<file path="src/rtl/vga_timing_gen.sv">
// vga_timing_gen: parametrised raster timing generator.
//   Produces a pixel-clock enable, h/v pixel counters, sync pulses, a display-enable window,
//   line/frame start pulses and a completed-frame counter. Runs only while requested; a frame
//   that has started always runs to completion before the generator goes idle.
// Ports:
//   clk          system clock
//   reset        asynchronous reset, active low
//   en           run request, acted on only when idle or at the end of a frame
//   p_tick       one-clk pixel enable every CLK_DIV clks
//   hsync/vsync  sync outputs, active level H_POL / V_POL
//   de           visible-area indicator
//   pixel_x/y    current pixel position
//   line_start   one-clk pulse on entering column 0 while running
//   frame_start  one-clk pulse on entering (0,0) while running
//   frame_cnt    completed-frame counter, wraps at 256
module vga_timing_gen #(
  parameter int unsigned CLK_DIV = 4,
  parameter int unsigned H_DISP  = 640,
  parameter int unsigned H_FP    = 16,
  parameter int unsigned H_SYNC  = 96,
  parameter int unsigned H_BP    = 48,
  parameter int unsigned V_DISP  = 480,
  parameter int unsigned V_FP    = 10,
  parameter int unsigned V_SYNC  = 2,
  parameter int unsigned V_BP    = 33,
  parameter int unsigned H_POL   = 0,
  parameter int unsigned V_POL   = 0,
  parameter int unsigned CW      = 10
) (
  input  logic          clk,
  input  logic          reset,
  input  logic          en,
  output logic          p_tick,
  output logic          hsync,
  output logic          vsync,
  output logic          de,
  output logic [CW-1:0] pixel_x,
  output logic [CW-1:0] pixel_y,
  output logic          line_start,
  output logic          frame_start,
  output logic [7:0]    frame_cnt
);

  localparam int unsigned H_TOTAL = H_DISP + H_FP + H_SYNC + H_BP;
  localparam int unsigned V_TOTAL = V_DISP + V_FP + V_SYNC + V_BP;
  localparam int unsigned DW      = (CLK_DIV > 1) ? $clog2(CLK_DIV) : 1;

  localparam logic [DW-1:0] DivLast   = DW'(CLK_DIV - 1);
  localparam logic [CW-1:0] HLast     = CW'(H_TOTAL - 1);
  localparam logic [CW-1:0] VLast     = CW'(V_TOTAL - 1);
  localparam logic [CW-1:0] HDispLast = CW'(H_DISP - 1);
  localparam logic [CW-1:0] VDispLast = CW'(V_DISP - 1);
  // Inclusive bounds: an exclusive end of H_TOTAL might not fit in CW bits.
  localparam logic [CW-1:0] HsFirst   = CW'(H_DISP + H_FP);
  localparam logic [CW-1:0] HsLast    = CW'(H_DISP + H_FP + H_SYNC - 1);
  localparam logic [CW-1:0] VsFirst   = CW'(V_DISP + V_FP);
  localparam logic [CW-1:0] VsLast    = CW'(V_DISP + V_FP + V_SYNC - 1);
  localparam logic          HActive   = (H_POL != 0);
  localparam logic          VActive   = (V_POL != 0);

  typedef enum logic [0:0] {StIdle, StRun} state_e;

  state_e        state_q, state_d;
  logic [DW-1:0] div_q, div_d;
  logic [CW-1:0] x_q, x_d, y_q, y_d;
  logic [7:0]    fcnt_q, fcnt_d;
  logic          p_tick_q, p_tick_d;
  logic          hsync_q, hsync_d, vsync_q, vsync_d, de_q, de_d;
  logic          ls_q, ls_d, fs_q, fs_d;
  logic          run_d;

  always_comb begin
    div_d    = (div_q == DivLast) ? '0 : div_q + 1'b1;
    // Registered so p_tick is high exactly while div_q == CLK_DIV-1 and low in reset.
    p_tick_d = (div_d == DivLast);

    state_d = state_q;
    x_d     = x_q;
    y_d     = y_q;
    fcnt_d  = fcnt_q;
    ls_d    = 1'b0;
    fs_d    = 1'b0;

    if (p_tick_q) begin
      unique case (state_q)
        StIdle: begin
          if (en) begin
            state_d = StRun;
            x_d     = '0;
            y_d     = '0;
            ls_d    = 1'b1;
            fs_d    = 1'b1;
          end
        end
        StRun: begin
          if (x_q != HLast) begin
            x_d = x_q + 1'b1;
          end else begin
            x_d  = '0;
            ls_d = 1'b1;
            if (y_q != VLast) begin
              y_d = y_q + 1'b1;
            end else begin
              // Frame end: en is only honoured here, so frames are never truncated.
              fcnt_d = fcnt_q + 8'd1;
              y_d    = '0;
              if (en) begin
                fs_d = 1'b1;
              end else begin
                state_d = StIdle;
                ls_d    = 1'b0;
              end
            end
          end
        end
      endcase
    end

    // Decode from next-state so every output describes the pixel being entered.
    run_d   = (state_d == StRun);
    de_d    = run_d && (x_d <= HDispLast) && (y_d <= VDispLast);
    hsync_d = (run_d && (x_d >= HsFirst) && (x_d <= HsLast)) ? HActive : ~HActive;
    vsync_d = (run_d && (y_d >= VsFirst) && (y_d <= VsLast)) ? VActive : ~VActive;
  end

  always_ff @(posedge clk or negedge reset) begin
    if (!reset) begin
      state_q  <= StIdle;
      div_q    <= '0;
      p_tick_q <= 1'b0;
      x_q      <= '0;
      y_q      <= '0;
      fcnt_q   <= '0;
      hsync_q  <= ~HActive;
      vsync_q  <= ~VActive;
      de_q     <= 1'b0;
      ls_q     <= 1'b0;
      fs_q     <= 1'b0;
    end else begin
      state_q  <= state_d;
      div_q    <= div_d;
      p_tick_q <= p_tick_d;
      x_q      <= x_d;
      y_q      <= y_d;
      fcnt_q   <= fcnt_d;
      hsync_q  <= hsync_d;
      vsync_q  <= vsync_d;
      de_q     <= de_d;
      ls_q     <= ls_d;
      fs_q     <= fs_d;
    end
  end

  assign p_tick      = p_tick_q;
  assign hsync       = hsync_q;
  assign vsync       = vsync_q;
  assign de          = de_q;
  assign pixel_x     = x_q;
  assign pixel_y     = y_q;
  assign line_start  = ls_q;
  assign frame_start = fs_q;
  assign frame_cnt   = fcnt_q;

endmodule

</file>
<file path="config.mk">
export PLATFORM = sky130hd
export DESIGN_NAME = vga_timing_gen
export DESIGN_NICKNAME = d
export VERILOG_FILES = /design/src/rtl/vga_timing_gen.sv
export SDC_FILE = /design/constraint.sdc
export NUM_CORES = 1
export LEC_CHECK = 0
export CAP_MARGIN = 20
export CORE_MARGIN = 5
export CORE_UTILIZATION = 41
export CTS_BUF_LIST = sky130_fd_sc_hd__clkbuf_16
export DETAILED_ROUTE_END_ITERATION = 16
export GPL_ROUTABILITY_DRIVEN = 0
export GPL_TIMING_DRIVEN = 0
export HOLD_SLACK_MARGIN = 0.08
export RECOVER_POWER = 50
export SYNTH_ARGS = -nofsm -noshare
export SYNTH_HDL_FRONTEND = slang
export SYNTH_SLANG_ARGS = --single-unit
</file>
<file path="constraint.sdc">
create_clock -name clk -period 3 [get_ports clk]
set_input_delay 0.45 -clock clk [delete_from_list [all_inputs] [get_ports clk]]
set_output_delay 0.45 -clock clk [all_outputs]
set_load 0.1 [all_outputs]
</file>
==> results by group <==
Min path
  • Worst Hold Class: flip-flop to flip-flop
  • Worst Min Path Start: div_q[0]
  • WHS Path Cells: 1
  • Hold path endpoint: div_q[0]

Final layout
  • Commonest non-fill, non-tap cells in the layout: dfrtp_1, clkdlybuf4s50_1, nand2_1
  • Most common library cell in the layout ignoring fill and taps: dfrtp_1
  • Synth-to-layout area growth: 28.4%
  • Area occupied by multi-input gates: 0.00101 mm2
  • Fill count: 444
  • Antenna diodes: 0
  • FF/Latch Area: 928 um2
  • Post-Layout Inst Area: 0.00260 mm2
  • Share of layout cells above drive strength 1: 10.1%
  • Nets: 256

Yosys
  • Ys Warns: 0
  • Sequential fraction of the synthesis area: 45.9%
  • Distinct cells, synth: 53
  • Syn nets: 213
  • Avg Inst Size Synth: 9.92 um2
  • Ys async rst share: 100%
  • Post-synth top flop: dfrtp_1
  • Synth Register Bits: 37
  • Synthesized cell area: 0.00202 mm2
  • Mapped Cells: 204
  • EDFF count, synth: 0

Clocking
  • H-tree Lvls: 2
  • Buffer count from post-CTS setup fixing: 0
  • Clock Path Buffers: 2
  • CTS buffer count: 5
  • Cts repair resizes: 0
  • Clock-pin transition on the worst setup and hold timing paths: 0.05 ns
  • Clock latency at the later pin of the worst-skew pair: 0.28 ns
  • Hold Buf Count CTS: 0
  • Clock Root Buffer: clkbuf_16
  • Clock sink total: 37
  • TritonCTS clock tree: done

Worst setup path
  • Crit Path Class: flip-flop to flip-flop
  • Arr. time, crit path: 2.84 ns
  • Setup crit end kind: flip-flop
  • Critical path's top delay family: compound AO/OA/AOI/OAI gates
  • Worst Path Required: 3.14 ns
  • Reg-to-Reg End: de
  • Worst Path Max Fanout: 10
  • Slowest cell delay on critical path: 0.39 ns
  • Reg2reg setup slack: 0.31 ns
  • Worst path slowest cell: dfrtp_1
  • CP Launch Type: flip-flop
  • Buf/Inv on CP: 2
  • Worst path cell trace: ha_1, and4_1, buf_2, nand3_2, buf_2, o41ai_1, a31oi_1, a211oi_1, a211oi_1
  • Cells on worst reg2reg path: 9
  • RR Startpoint: pixel_x[1]

Detailed routing
  • Vias per std cell: 5.57
  • DR iter-0 viols: 80
  • Drt pass-1 iters: 4
  • Wirelength, routed: 4.98 mm
  • DR vias: 1753
  • Avg WL per Cell: 15.8 um
  • Post-route ant nets: 0
  • DRC: 0

Timing
  • Unrepaired setup endpoints after global routing: no
  • Fin crit period: 2.69 ns
  • Fin crit share: 89.8%
  • Max-slew headroom: -27.0%
  • Max-slew violation count: 38
  • Final TNS setup: 0 ns
  • Clock Skew: 0.00286 ns
  • Final setup fails: 0
  • Fmax: 371 MHz
  • Worst slew pin tran: 1.91 ns
  • Hold slack: 0.452 ns
  • Final Hold Viols: 0

Pwr
  • PwrDens: 631 mW/mm2
  • Net Sw Frac: 41.0%
  • Leakage: 1.15 nW
  • Logic pwr share: 32.9%
  • Peak supply drop: 0.353 mV
  • Pint: 0.967 mW
  • Clock Power Share: 29.5%
  • Seq pwr share: 37.6%
  • P_sw: 0.672 mW

Global route
  • Grt met3 use: 4.15%
  • GR peak layer: met2
  • Remaining global-route overflow: 0
  • GR Util All Layers: 17.1%
  • First-pass GRT wire length: 8.47 mm
  • Vias in the first global route: 1650
  • Initial antenna violation count: 0
  • Largest net degree at the start of global routing: 38
  • Grt met2 use: 25.2%
  • Met1 Resource Use GR: 24.3%

Die
  • Initial Utilization: 42.6%
  • Die Area: 0.00644 mm2
  • Core area: 0.00475 mm2
  • Chip width: 80.3 um
  • Core Rows: 25
  • Top-level I/O count: 37
  • Die Span Y: 80.3 um

Flow run
  • Max_cap viols: 1

Place
  • Area after DPL: 0.00246 mm2
  • Post-DP HPWL: 3.51 mm
  • IO buf count: 36

Outcome
  • Failing checks: max-capacitance violations, max-slew violations
  • Outcome: finished with violations
## cell type report
class | instances | area share, %
plain buffers | 9 | 1.73
clock inverters | 3 | 0.433
clock buffers | 5 | 4.81
multi-input cells | 148 | 39.0
repair buffers | 36 | 13.6
inverters | 10 | 1.44
well taps | 67 | 3.23
flip-flops and latches | 37 | 35.7
## worst register-to-register path: stages, from the launching register on
cell and delay [ns]:
dfrtp_1 0.39, ha_1 0.25, and4_1 0.20, buf_2 0.21
nand3_2 0.21, buf_2 0.27, o41ai_1 0.37, a31oi_1 0.13
a211oi_1 0.39, a211oi_1 0.13
## synth_stat cells (5+ instances only)
master    count  share of area, %
clkbuf_1      5              0.93
nand2_1      23               4.3
ha_1          6               3.7
nand3_1      10               2.5
a21oi_1       5               1.2
xor2_1        5               2.2
and3_1        8               2.5
nand4_1       9               2.8
a22o_1        5               2.2
dfrtp_1      35                43
o21ai_0      11               2.7
inv_1        10               1.9
## power groups by stage
stage | registers [mW] | clock network, mW | logic [mW]
2_1_floorplan | 0.909 | 0 | 0.113
3_3_place_gp | 0.622 | 0 | 0.538
3_5_place_dp | 0.621 | 0 | 0.541
4_1_cts | 0.615 | 0.493 | 0.542
5_1_grt | 0.627 | 0.525 | 0.565
6_report | 0.616 | 0.484 | 0.539
## state kept, by name, indices dropped and copies added (netlist names)
signal	count
pixel_x	10
pixel_y	10
frame_cnt	8
div_q	2
de	1
frame_start	1
hsync	1
line_start	1
p_tick	1
state_q	1
vsync	1
## metal layers
layer / up-vias / wire (um) / part of all wire (%)
met1: 843 / 2380 / 48
met4: 0 / 58 / 1.2
met5: - / 0 / 0
met3: 4 / 277 / 5.6
met2: 49 / 2260 / 45
li1: 857 / - / -
## worst max path at each step
| stage | startpoint | to | slack, ns | cells after the start |
|---|---|---|---|---|
| after global routing | pixel_x[1] | de | 0.03 | 9 |
| after global placement | en | de | 0.13 | 8 |
| after CTS | pixel_x[1] | de | 0.30 | 9 |
| final | pixel_x[1] | de | 0.31 | 9 |
| after floorplan | pixel_x[1] | de | 0.05 | 9 |
| after detailed placement | en | de | 0.16 | 8 |
## through the flow
| step | instances | util (%) | total power, mW | worst slack (ns) |
|---|---|---|---|---|
| 3_3_place_gp | 307 | 51.9 | 1.16 | 0.126 |
| 2_1_floorplan | 204 | - | 1.02 | 0.0503 |
| 3_5_place_dp | 307 | 51.8 | 1.16 | 0.156 |
| 6_report | 315 | 54.7 | 1.64 | 0.306 |
| 5_1_grt | 315 | 54.7 | 1.72 | 0.0341 |
| 4_1_cts | 315 | 54.7 | 1.65 | 0.301 |
## cells by family (layout without fill, tap and decap cells)
group	Yosys count	count (layout)	synth area share [%]
flops	37	37	45.9
buf+inv	19	63	4.08
simple gates	81	81	23.9
compound gates	51	51	17.9
xor+xnor	8	8	3.46
fa+ha+maj	6	6	3.71
mux	2	2	1.11
Note: power is estimated with default switching activity, not from simulation.
